## config.mk

```make
export PLATFORM = sky130hd
export DESIGN_NAME = instruction_fetch_unit
export DESIGN_NICKNAME = d
export VERILOG_FILES = /design/src/rtl/instruction_fetch_unit.sv
export SDC_FILE = /design/constraint.sdc
export NUM_CORES = 1
export LEC_CHECK = 0
export ABC_CLOCK_PERIOD_IN_PS = 6600
export BUFFER_PORTS_ARGS = -buffer_cell sky130_fd_sc_hd__buf_4
export CAP_MARGIN = 20
export CORE_ASPECT_RATIO = 2
export CORE_MARGIN = 2
export CORE_UTILIZATION = 45
export DETAILED_ROUTE_END_ITERATION = 12
export PLACE_DENSITY = 0.67
export REMOVE_ABC_BUFFERS = 1
export SETUP_SLACK_MARGIN = 0.4
export SYNTH_ARGS = -nofsm -noshare
export SYNTH_HDL_FRONTEND = slang
export SYNTH_SLANG_ARGS = --single-unit
```

## constraint.sdc

```tcl
create_clock -name clock -period 6.6 [get_ports clock]
set_input_delay 0.33 -clock clock [delete_from_list [all_inputs] [get_ports clock]]
set_output_delay 0.33 -clock clock [all_outputs]
set_load 0.01 [all_outputs]
```

## src/rtl/instruction_fetch_unit.sv

```systemverilog
// instruction_fetch_unit: single-issue fetch stage driving a 1-cycle synchronous instruction RAM.
// Ports:
//   clock, reset           clock and asynchronous active-high reset
//   stall                  decode stall; holds the output word and blocks new reads
//   branch_taken/_target   one-cycle PC redirect; target bits [1:0] are forced to 00
//   imem_en/imem_addr      read request to instruction memory (combinational from pc)
//   imem_data              read data, valid the cycle after the request edge
//   instr_out/pc/valid     registered instruction word handed to decode
module instruction_fetch_unit #(
   parameter logic [31:0] RESET_PC = 32'h0000_0000
) (
   input  logic        clock,
   input  logic        reset,
   input  logic        stall,
   input  logic        branch_taken,
   input  logic [31:0] branch_target,
   output logic        imem_en,
   output logic [31:0] imem_addr,
   input  logic [31:0] imem_data,
   output logic [31:0] instr_out,
   output logic [31:0] instr_pc,
   output logic        instr_valid
);
   typedef enum logic [1:0] {BOOT, FETCH, HOLD} state_t;
   state_t      state_q, state_d;
   logic [31:0] pc_q, pc_d, infl_pc_q, infl_pc_d;
   logic        infl_q, infl_d;
   logic        skid_v_q, skid_v_d;
   logic [31:0] skid_data_q, skid_data_d, skid_pc_q, skid_pc_d;
   logic [31:0] out_q, out_d, opc_q, opc_d;
   logic        ov_q, ov_d;
   assign imem_en     = (state_q != BOOT) && !stall && !branch_taken;
   assign imem_addr   = pc_q;
   assign instr_out   = out_q;
   assign instr_pc    = opc_q;
   assign instr_valid = ov_q;
   always_comb begin
      state_d     = state_q;
      pc_d        = pc_q;
      infl_d      = 1'b0;
      infl_pc_d   = infl_pc_q;
      skid_v_d    = skid_v_q;
      skid_data_d = skid_data_q;
      skid_pc_d   = skid_pc_q;
      out_d       = out_q;
      opc_d       = opc_q;
      ov_d        = ov_q;
      if (branch_taken) begin
         // Redirect wins over stall; leaving infl_d at 0 drops the response already in flight.
         pc_d     = branch_target & ~32'h3;
         skid_v_d = 1'b0;
         ov_d     = 1'b0;
         state_d  = FETCH;
      end else begin
         if (imem_en) begin
            pc_d      = pc_q + 32'd4;
            infl_d    = 1'b1;
            infl_pc_d = pc_q;
         end
         if (stall) begin
            // The response cannot be re-read from the RAM later, so park it.
            if (infl_q) begin
               skid_v_d    = 1'b1;
               skid_data_d = imem_data;
               skid_pc_d   = infl_pc_q;
            end
            state_d = (state_q == BOOT) ? FETCH : HOLD;
         end else begin
            state_d = FETCH;
            if (skid_v_q) begin
               out_d    = skid_data_q;
               opc_d    = skid_pc_q;
               ov_d     = 1'b1;
               skid_v_d = 1'b0;
            end else if (infl_q) begin
               out_d = imem_data;
               opc_d = infl_pc_q;
               ov_d  = 1'b1;
            end else begin
               ov_d = 1'b0;
            end
         end
      end
   end
   always_ff @(posedge clock or posedge reset) begin
      if (reset) begin
         state_q     <= BOOT;
         pc_q        <= RESET_PC;
         infl_q      <= 1'b0;
         infl_pc_q   <= 32'h0;
         skid_v_q    <= 1'b0;
         skid_data_q <= 32'h0;
         skid_pc_q   <= 32'h0;
         out_q       <= 32'h0;
         opc_q       <= 32'h0;
         ov_q        <= 1'b0;
      end else begin
         state_q     <= state_d;
         pc_q        <= pc_d;
         infl_q      <= infl_d;
         infl_pc_q   <= infl_pc_d;
         skid_v_q    <= skid_v_d;
         skid_data_q <= skid_data_d;
         skid_pc_q   <= skid_pc_d;
         out_q       <= out_d;
         opc_q       <= opc_d;
         ov_q        <= ov_d;
      end
   end
endmodule

```

# [After elaboration in Yosys (flattened, before gate mapping)]
# Cells that the tools add are included.
[classes] addsub=1 eq_ne=2 muxes=18 bitwise=2 n_reduce_logical=11
[ops] operator="$mux 32" count=6
[ops] operator="$add 32x3->32 const B" count=1
[ops] operator="$mux 1" count=9
[ops] operator="$mux 2" count=3
[ops] operator="$reduce_and 3->1" count=2
[ops] operator="$reduce_bool 2->1" count=3
[ops] operator="$ne 3x1->1 const B" count=1
[ops] operator="$logic_and 1x1->1" count=2
[ops] operator="$logic_not 1->1" count=2
[ops] operator="$logic_not 2->1" count=1
[ops] operator="$ne 2x1->1 const B" count=1
[ops] operator="$not 1->1" count=2
[ops] operator="$reduce_and 2->1" count=1
[totals] register_bits=197 input_bits=68 output_inout_bits=98 elab_cells=44

# [Longest topological paths before layout]
[depth] word_depth=5 mapped_depth=8 mapped_depth_nobuf=5

# [Worst setup path after synthesis]
# Ideal clock, no wire load.
[synth_timing] kind="register -> register" from="reg pc_q[2] (netlist: imem_addr[2])" to="reg pc_q[30] (netlist: imem_addr[30])" setup_time_ps=124 t_arrival_ps=1855 setup_slack_ps=4621 stages_incl_launch_ff=6 n_path_buf=0 period_less_slack_ps=1979 path_cell_list="dfrtp_1 ha_1 and4_1 nand3_1 or4_1 a211o_1"
[synth_via] elab_chain_cells=3
[synth_rtl] item="start, declared" line="26" text="logic [31:0] pc_q, pc_d, infl_pc_q, infl_pc_d;"
[synth_rtl] item="start signal, assigned" line="99" text="pc_q <= pc_d;"
[synth_rtl] item="$add 32x3->32" line="56" text="pc_d = pc_q + 32'd4;"
[synth_rtl] item="$mux 32" line="55" text="if (imem_en) begin"
[synth_rtl] item="$mux 32" line="48" text="if (branch_taken) begin"
# Every way passes these cells. The select of a mux whose other input is x is not followed.
# A chain may end at the register's enable or synchronous reset.

# [Worst setup path in the final report]
[layout_timing] from="reg state_q[1]" to="out imem_en"
[layout_via] elab_chain_cells=3
[layout_rtl] item="start, declared" line="25" text="state_t state_q, state_d;"
[layout_rtl] item="start signal, assigned" line="98" text="state_q <= state_d;"
[layout_rtl] item="$reduce_bool 2->1" line="32" text="assign imem_en = (state_q != BOOT) && !stall && !branch_taken;"
[layout_rtl] item="$logic_and 1x1->1 (2 in a row)" line="32"
[layout_rtl] item="end, declared" line="17" text="output logic imem_en,"
# Every way passes these cells.

==> flow_metrics.env <==
export IMPL_outcome="complete, no violations"
export IMPL_setup_slack_ns=3.877
export IMPL_finalHoldViolations=0
export IMPL_worst_slew_pin_slew_ns=1.047
export IMPL_netlist_instances=761
export IMPL_maxClockFrequency_mhz=367.2
export IMPL_hpwl_um=13130
export IMPL_critPathMaxStageDelay_ns=0.45
export IMPL_power_frac_seq=0.488
export IMPL_cp_required_ns=6.27
export IMPL_drc_errors=0
export IMPL_arrival_ns=2.39
export IMPL_dpl_cell_area_um2=9686
export IMPL_drive_above_1_share=0.2974
export IMPL_nFillCells=1650
export IMPL_crit_chain="nor2_1 -> or3_2 -> buf_4 -> inv_1 -> buf_16 -> buf_4"
export IMPL_ioPinCount=166
export IMPL_synth_top_cell_area_share=0.5633
export IMPL_fin_skew_ns=0.007913
export IMPL_synth_flop_cell="dfrtp_1"
export IMPL_vias_per_cell=5.472
export IMPL_ctsLongestPathBuffers=2
export IMPL_syn_area_um2=8397
export IMPL_synth_edf_count=0
export IMPL_synth_distinct_cells=53
export IMPL_initial_core_util=0.4587
export IMPL_yosys_warnings=0
export IMPL_postSynthAreaPerCell_um2=11.03
export IMPL_synth_top_cell_by_area="dfrtp_1"
export IMPL_cts_setup_buffers=0
export IMPL_dr_first_iter_drc_count=279
export IMPL_finalPower_mw=3.242
export IMPL_grt_max_degree=122
export IMPL_endpoint_kind="output pin"
export IMPL_routed_wl_um=19550
export IMPL_ant_nets=0
export IMPL_hold_buffers=0
export IMPL_p_int_mw=2.358
export IMPL_yosysSeqAreaShare=0.5633
export IMPL_swShare=0.2727
export IMPL_grt_remaining_overflow=0
export IMPL_track_usage=0.2033
export IMPL_core_um2=18310
export IMPL_stdcell_area_um2=10280
export IMPL_place_ws_ns=3.677
export IMPL_startpoint_type="flip-flop"
export IMPL_p_sw_mw=0.8841
export IMPL_ctsResizeCount=0
export IMPL_synth_area_leaders="dfrtp_1 56%, mux2_2 8.3%, mux2i_1 7.5%, nand2_1 5.0%, a21oi_1 3.7%"
export IMPL_avgRoutedWirePerCell_um=17.40
export IMPL_r2r_start="state_q[1]$_DFF_PP0_"
export IMPL_vias=6150
export IMPL_worst_setup_hold_path_clk_slew_ns=0.07
export IMPL_final_setup_viol_count=0
export IMPL_hold_path_class="primary input to async pin"
export IMPL_timing_critical_path_max_delay_family="buffers and inverters"
export IMPL_cap_violations=0
export IMPL_dp_cells=1092
export IMPL_cts_root_buf="clkbuf_16"
export IMPL_period_needed_ns=2.723
export IMPL_die_x_um=100.6
export IMPL_cts_htree_levels=4
export IMPL_firstDrtPassIters=5
export IMPL_cts_tree="built"
export IMPL_async_reset_ff_frac=1.000
export IMPL_power_density_nw_per_um2=315.3
export IMPL_die_h_um=197.2
export IMPL_p_leak_nw=4.636
export IMPL_fin_cells=1124
export IMPL_clk_latency_ns=0.43
export IMPL_numPortBuffers=159
export IMPL_n_antenna_cell=0
export IMPL_drv_slew=0
export IMPL_grt_pass1_wl_um=31310
export IMPL_nets=965
export IMPL_grt_pass1_vias=6030
export IMPL_period_share=0.4126
export IMPL_syn_to_final_growth_pct=22.47
export IMPL_cts_buffers=17
export IMPL_crit_slowest_cell="buf_4"
export IMPL_p_clk_frac=0.309
export IMPL_cts_sinks=189
export IMPL_fin_util=0.5618
export IMPL_antenna_found_initial=0
export IMPL_rsz0062_at_grt="no"
export IMPL_place_congestion=0.8495
export IMPL_ys_seq_elements=189
export IMPL_cp_num_buf_inv=4
export IMPL_dieArea_um2=19830
export IMPL_num_rows=70
export IMPL_critPathLaunch="state_q[1]$_DFF_PP0_"
export IMPL_crit_type="flip-flop to output pin"
export IMPL_worstPathMaxFanout=51
export IMPL_power_frac_comb=0.204
export IMPL_peakVddDrop_uv=180.1
export IMPL_cp_common_cell="buf_4"
export IMPL_max_slew_margin_rel=0.2981
-- layout by cell type, fill, tap and decap left out, drive strengths merged, types with 3 or more instances in the layout --
cell type	n
nor2	68
inv	12
a221o	5
a211o	6
conb	4
nand3	15
o21ai	13
xnor2	5
nand2	112
nor3	3
nand4	13
mux2	62
and3	7
a21oi	62
clkbuf	26
mux2i	63
or4	5
nor2b	5
or3	3
nor4	10
a311oi	4
o211ai	9
and2	4
o311ai	9
and4	6
dfrtp	189
buf	165
-- Yosys cell counts, types with 2 or more instances --
cell type    n
a211o_1      6
a211oi_1     2
a21oi_1     62
a221o_1      5
a311oi_1     4
a31oi_1      2
and2_1       4
and3_1       7
and4_1       4
buf_1        2
buf_2       16
buf_4        5
buf_6        3
clkbuf_1    26
dfrtp_1    189
inv_1       11
mux2_2      62
mux2i_1     63
nand2_1    112
nand3_1     14
nand4_1     11
nor2_1      68
nor2b_1      5
nor3_1       3
nor4_1       7
nor4_2       2
o211ai_1     9
o21ai_0     13
o311ai_0     9
o31ai_1      2
or2_2        2
or3_1        3
or4_1        4
xnor2_1      5
-- sequential cells by signal, summed over array words and instances (netlist names) --
name and count:
skid_v_q 1, instr_out 32, skid_data_q 32, skid_pc_q 30, infl_pc_q 30, instr_pc 30, infl_q 1, state_q 2
instr_valid 1, imem_addr 30
-- final timing paths --
| check | cells past startpoint | slack [ns] | end |
|---|---|---|---|
| worst max-delay path | 6 | 3.88 | imem_en |
| worst min-delay path | 2 | 0.06 | instr_out[17]$_DFFE_PP0P_ |
| worst max register to register | 7 | 4.17 | imem_addr[25]$_DFFE_PP0P_ |
| worst min register to register | 2 | 0.49 | infl_pc_q[9]$_DFFE_PP0P_ |
| max in group asynchronous | 3 | 5.08 | skid_v_q$_DFFE_PP0P_ |
| min in group clock | 2 | 0.11 | imem_addr[28]$_DFFE_PP0P_ |
-- power groups by stage --
stage / Sequential [mW] / Clock [mW] / Combinational, mW
final: 1.58 / 1.00 / 0.661
after global routing: 1.62 / 1.07 / 0.734
after CTS: 1.58 / 1.03 / 0.672
after detailed placement: 1.60 / 0 / 0.670
after global placement: 1.59 / 0 / 0.656
after floorplan: 1.63 / 0 / 0.314
-- cell families (layout without fill, tap and decap cells) --
logic type               after synthesis  in the layout  share of synthesized area
XOR/XNOR                               6              6                   0.006258
AO/OA/AOI/OAI                        120            120                    0.09000
AND/OR/NAND/NOR                      256            256                     0.1448
buffers and inverters                 63            207                    0.03546
multiplexers                         125            125                     0.1582
adder cells (fa/ha/maj)                1              1                   0.001490
flip-flops                           189            189                     0.5633
other                                  1              4                  0.0004466
-- stage by stage --
stage                     hold WS, ns  setup TNS, ns
after floorplan                0.4373        -153.29
after global placement         0.4739              0
after detailed placement       0.4775              0
after CTS                     0.09119              0
after global routing          0.09525              0
final                         0.06129              0
-- layout make-up --
type,instances,area (um2),share of cell area
Sequential cell,189,4733,0.4603
Inverter,11,48.80,0.004745
Tap cell,216,270.3,0.02628
Multi-Input combinational cell,512,3390,0.3296
Clock inverter,5,81.33,0.007909
Clock buffer,26,489.2,0.04757
Timing Repair Buffer,165,1271,0.1236
-- layer usage --
layer | wire, um | vias up | global-route usage
li1 | - | 2947 | -
met1 | 7571 | 3009 | 0.2369
met2 | 10610 | 160 | 0.3575
met3 | 718 | 34 | 0.03680
met4 | 651 | 0 | 0.09132
met5 | 0 | - | 0
Power figures use the tool's default switching activity.
